==> config.mk <==
export PLATFORM = sky130hd
export DESIGN_NAME = switch_input
export DESIGN_NICKNAME = d
export VERILOG_FILES = /design/src/rtl/switch_input.sv
export SDC_FILE = /design/constraint.sdc
export NUM_CORES = 1
export LEC_CHECK = 0
export ABC_AREA = 1
export CORE_MARGIN = 2
export CORE_UTILIZATION = 47
export DETAILED_ROUTE_END_ITERATION = 10
export MAX_ROUTING_LAYER = met4
export PLACE_DENSITY = 0.87
export SETUP_SLACK_MARGIN = 0.3
export SLEW_MARGIN = 20
export SYNTH_ARGS = -nofsm -noshare
export SYNTH_HDL_FRONTEND = slang
export SYNTH_SLANG_ARGS = --single-unit
==> constraint.sdc <==
create_clock -name clock -period 1.2 [get_ports clock]
set_input_delay 0.18 -clock clock [delete_from_list [all_inputs] [get_ports clock]]
set_output_delay 0.18 -clock clock [all_outputs]
set_load 0.005 [all_outputs]
==> src/rtl/switch_input.sv <==
// Operator-input front end: synchronises the data switches, debounces the
// confirm switch and hands the processor one latched word per confirm gesture
// through a level req / valid handshake.
module switch_input #(
    parameter int unsigned DATA_W          = 17,
    parameter int unsigned SYNC_STAGES     = 2,
    parameter int unsigned DEBOUNCE_CYCLES = 500000
) (
    input  logic              clock,
    input  logic              reset_n,
    input  logic [DATA_W-1:0] sw_data,
    input  logic              sw_confirm,
    input  logic              req,
    output logic [DATA_W-1:0] data,
    output logic              valid,
    output logic [DATA_W-1:0] preview,
    output logic              waiting
);

    localparam int unsigned CNT_W    = $clog2(DEBOUNCE_CYCLES) + 1;
    localparam int unsigned LAST_STG = SYNC_STAGES - 1;

    typedef enum logic [2:0] {
        IDLE     = 3'd0,
        ARM_LOW  = 3'd1,
        ARMED    = 3'd2,
        CAPTURED = 3'd3,
        RELEASE  = 3'd4
    } state_t;

    logic [SYNC_STAGES-1:0][DATA_W-1:0] data_sync;
    logic [SYNC_STAGES-1:0]             conf_sync;
    logic [DATA_W-1:0]                  data_s;
    logic                               conf_s;

    logic [CNT_W-1:0]                   db_cnt;
    logic                               conf_db;
    logic                               conf_rise;
    logic                               conf_fall;
    logic                               db_terminal_c;

    state_t                             state;

    assign data_s        = data_sync[LAST_STG];
    assign conf_s        = conf_sync[LAST_STG];
    assign preview       = data_s;
    assign db_terminal_c = (db_cnt == CNT_W'(DEBOUNCE_CYCLES - 1));

    // Multi-flop synchroniser on every switch input; the last stage is the preview.
    always_ff @(posedge clock or negedge reset_n) begin
        if (!reset_n) begin
            data_sync <= '0;
            conf_sync <= '0;
        end else begin
            data_sync <= {data_sync[SYNC_STAGES-2:0], sw_data};
            conf_sync <= {conf_sync[SYNC_STAGES-2:0], sw_confirm};
        end
    end

    // Debounce: the confirm level only moves after a full run of stable disagreement.
    always_ff @(posedge clock or negedge reset_n) begin
        if (!reset_n) begin
            db_cnt    <= '0;
            conf_db   <= 1'b0;
            conf_rise <= 1'b0;
            conf_fall <= 1'b0;
        end else begin
            conf_rise <= 1'b0;
            conf_fall <= 1'b0;
            if (conf_s == conf_db) begin
                db_cnt <= '0;
            end else if (db_terminal_c) begin
                db_cnt    <= '0;
                conf_db   <= ~conf_db;
                conf_rise <= ~conf_db;
                conf_fall <= conf_db;
            end else begin
                db_cnt <= db_cnt + CNT_W'(1);
            end
        end
    end

    // Handshake FSM: a capture needs a fresh debounced low->high while req is held.
    always_ff @(posedge clock or negedge reset_n) begin
        if (!reset_n) begin
            state   <= IDLE;
            data    <= '0;
            valid   <= 1'b0;
            waiting <= 1'b0;
        end else begin
            case (state)
                IDLE: begin
                    if (req) begin
                        // A switch already up at request time must be cycled first.
                        state   <= conf_db ? ARM_LOW : ARMED;
                        waiting <= 1'b1;
                    end
                end
                ARM_LOW: begin
                    if (!req) begin
                        state   <= IDLE;
                        waiting <= 1'b0;
                    end else if (conf_fall) begin
                        state <= ARMED;
                    end
                end
                ARMED: begin
                    // Dropping req wins over a coincident confirm edge.
                    if (!req) begin
                        state   <= IDLE;
                        waiting <= 1'b0;
                    end else if (conf_rise) begin
                        state   <= CAPTURED;
                        data    <= data_s;
                        valid   <= 1'b1;
                        waiting <= 1'b0;
                    end
                end
                CAPTURED: begin
                    if (!req) begin
                        state <= RELEASE;
                        valid <= 1'b0;
                    end
                end
                RELEASE: begin
                    if (!conf_db) begin
                        state <= IDLE;
                    end
                end
                default: begin
                    state   <= IDLE;
                    valid   <= 1'b0;
                    waiting <= 1'b0;
                end
            endcase
        end
    end

endmodule

==> impl_results.md, run 1 <==
- Synthesized net count: 366
- R2R Setup Slk: -160 ps
- Initial Utilization: 0.482
- Clock Latency Late Sink: 360 ps
- Adder-Cell Fraction of Synth Area: 0.00384
- Layout Cells excl Fill: 555
- Clock power frac: 0.306
- Area delta synth->final: 50.5%
- Clock buffer depth: 2
- Sw Ratio: 0.311
- Data arrival time of the worst path: 1610 ps
- Setup crit start kind: flip-flop
- CTS tree: built
- Combinational power share: 0.218
- Worst R2R Start: state[1]$_DFFE_PN0P_
- Slew @ Worst Pin: 323 ps
- Crit path kind: reg2reg
- Worst r2r path cells: 5
- # diodes: 0
- Fmax: 0.738 GHz
- Worst Path Max Fanout: 8
- Clock Sinks: 81
- Total track usage: 0.232
- RSZ-0062 raised after global routing: yes
- MaxCap Viol Count: 0
- Worst min-delay path class: in2async
- Routed length per instance: 16.7 microns
- Peak supply drop: 0.000694 V
- Worst setup margin: -156 ps
- Yosys warns: 0
- Die ar.: 7610 sq um
- Max_slew headroom: 0.785
- Vias in the first global route: 2,827
- Post-Synth XOR/XNOR Area: 0.0269
- Die Ht: 87.2 microns
- First-pass GRT wire length: 12.9 mm
- Seq cells post-synth: 81
- Largest family of logic cells by synthesized area: simple AND/OR/NAND/NOR gates
- H-tree Lvls: 3
- Number of I/O port buffers: 56
- Outcome: finished, violations left
- Worst-path clk slew: 90 ps
- Final Core Density: 0.725
- Power Total: 0.00627 W
- Slew Viols, Final: 0
- Leak: 2.44 nW
- Final Critical Period: 1360 ps
- Crit end category: flip-flop
- Nets: 492
- Total wire length: 9.28 mm
- DP HPWL: 4.87 mm
- Core area: 6760 sq um
- Routability congestion estimate: 0.964
- Final Cycle Share: 1.13
- Fin Hold WS: 250 ps
- TritonRoute pass-1 iters: 6
- Sequential share of power: 0.477
- Synth Area in Simple Gates: 0.244
- Failing checks: negative setup slack
- Placed insts: 494
- Internal power: 0.00432 W
- P_sw: 0.00195 W
- Syn Area/Cell: 9.46 sq um
- Mux share of post-synthesis cell area: 0
- Sequential area share after synthesis: 0.623
- Largest net degree at the start of global routing: 32
- Gr ovfl total: 0
- Final setup fails: 44
- Synthesized cell area: 3260 sq um
- Power per cell area: 1280 nW/um^2
- Final ANT Viol Nets: 0
- Critical R2R Capture: data[10]$_DFFE_PN0P_
- TritonCTS buffer count: 9
- CTS root buffer: clkbuf_8
- Placement Cell Area: 4130 sq um
- Synth Area in Compound Gates: 0.0165
- Horiz. Die Dim: 87.2 microns
- Worst path required time: 1450 ps
- Fraction of layout cells with a size suffix above 1: 0.480
- Ports: 57
- Fin area: 4900 sq um
- Initial DRC count: 182
- Fin. Hold Viols: 0
- Site Rows: 30
- Via/cell ratio: 5.34
- Antenna violations before repair: 0
- Clock Skews: 12.3 ps
- Vias post-DR: 2,965
- Synth unique cells: 26
- Mapped Cells: 344
- Residual DRC count: 0
state kept, by name, indices dropped and copies added, names as in the netlist, 2 cells and up:
register,count
conf_sync,2
data,17
data_sync,17
db_cnt,20
preview,17
state,3
power groups by stage:
| stage | clock, W | sequential (W) | combinational [W] |
|---|---|---|---|
| 6_report | 0.00192 | 0.00299 | 0.00136 |
| 5_1_grt | 0.00210 | 0.00300 | 0.00146 |
| 4_1_cts | 0.00195 | 0.00297 | 0.00121 |
| 3_5_place_dp | 0 | 0.00302 | 0.000835 |
| 3_3_place_gp | 0 | 0.00301 | 0.000794 |
| 2_1_floorplan | 0 | 0.00299 | 0.000496 |
logic make-up after synthesis:
group / Yosys count
xor gates and xnor gates: 10
DFF: 81
adders and majority gates: 1
buffers and inverters: 49
AOI/OAI and AO/OA: 10
and+or+nand+nor: 193
synth_stat cells:
cell | count | share of area
nor3b_1 | 1 | 0.0023
nor4_1 | 1 | 0.0019
inv_4 | 1 | 0.0019
a21oi_1 | 3 | 0.0046
inv_1 | 24 | 0.028
nand3_2 | 1 | 0.0031
nor3_4 | 1 | 0.0050
a21oi_2 | 1 | 0.0027
xor2_1 | 8 | 0.022
buf_6 | 2 | 0.0069
nor2_1 | 58 | 0.067
nand2_1 | 100 | 0.12
ha_1 | 1 | 0.0038
clkbuf_1 | 1 | 0.0012
xnor2_1 | 2 | 0.0054
dfrtp_1 | 81 | 0.62
nand3_1 | 22 | 0.034
inv_2 | 3 | 0.0035
buf_4 | 17 | 0.039
o21ai_1 | 3 | 0.0046
bufinv_8 | 1 | 0.0054
nor2_2 | 1 | 0.0019
nor3_1 | 3 | 0.0046
and3_1 | 1 | 0.0019
o21ai_0 | 3 | 0.0046
nand4_1 | 4 | 0.0077
cell type report:
cell class | count | area, sq um
multi-input combinational | 215 | 1400
clock inverter | 7 | 70.1
sequential | 81 | 2030
fill | 424 | 1860
inverter | 29 | 130
timing repair buffer | 133 | 1040
clock buffer | 9 | 124
tap | 80 | 100
timing repair inverter | 1 | 7.51
worst max-delay path, stage by stage, from the launching register on:
cell        delay [ps]
dfrtp_2            480
nand3_4            110
nor3_4             210
clkinvlp_4         250
nand2_1            120
nand2_1             70
metrics by stage:
step                      worst slack (ps)  TNS [ps]
after floorplan                       -103     -1130
after global placement                -237     -6480
after detailed placement              -306     -7400
after CTS                             -107     -2520
after global routing                  -283     -7550
final                                 -156     -4520
cell usage in the layout (no fill, tap or decap), drive strengths merged:
| cell | instances |
|---|---|
| a21oi | 4 |
| and3 | 1 |
| buf | 113 |
| bufinv | 1 |
| clkbuf | 9 |
| clkdlybuf4s50 | 19 |
| clkinv | 1 |
| clkinvlp | 2 |
| dfrtp | 81 |
| dlygate4sd3 | 1 |
| ha | 1 |
| inv | 33 |
| nand2 | 100 |
| nand3 | 24 |
| nand4 | 4 |
| nor2 | 59 |
| nor3 | 4 |
| nor3b | 1 |
| nor4 | 1 |
| o21ai | 6 |
| xnor2 | 2 |
| xor2 | 8 |
worst max-delay path by stage:
| stage | startpoint | to | slack, ps | depth (start not counted) |
|---|---|---|---|---|
| floorplan | state[2]$_DFFE_PN0P_ | data[10]$_DFFE_PN0P_ | -100 | 7 |
| global placement | req | state[1]$_DFFE_PN0P_ | -240 | 7 |
| detailed placement | req | state[0]$_DFFE_PN0P_ | -310 | 7 |
| CTS | db_cnt[0]$_DFF_PN0_ | db_cnt[8]$_DFF_PN0_ | -110 | 7 |
| global route | db_cnt[2]$_DFF_PN0_ | db_cnt[13]$_DFF_PN0_ | -280 | 7 |
| finish | state[1]$_DFFE_PN0P_ | data[10]$_DFFE_PN0P_ | -160 | 5 |
per-layer routing:
layer  global-route usage  wire length (microns)  up-vias
met5                    -                      0        -
met1                0.244                   3390     1448
li1                     -                      -     1309
met4                0.120                    469        0
met3               0.0531                    520       53
met2                0.405                   4900      155
timing repair:
action	in CTS	in global routing
setup buffers	24	16
hold buffers	1	0
gates cloned	3	1
gates resized for setup	202	58
pin swaps	33	29
hold endpoints to repair	22	0
endpoints found under the setup margin	81	81
No activity file was read; power rests on OpenSTA's default activity.
==> inputs of run 2 (changes only) <==
GPL_TIMING_DRIVEN = 1   (was default)
==> results of run 2 <==
Final layout, timing and power as in run 1 (identical DEF).
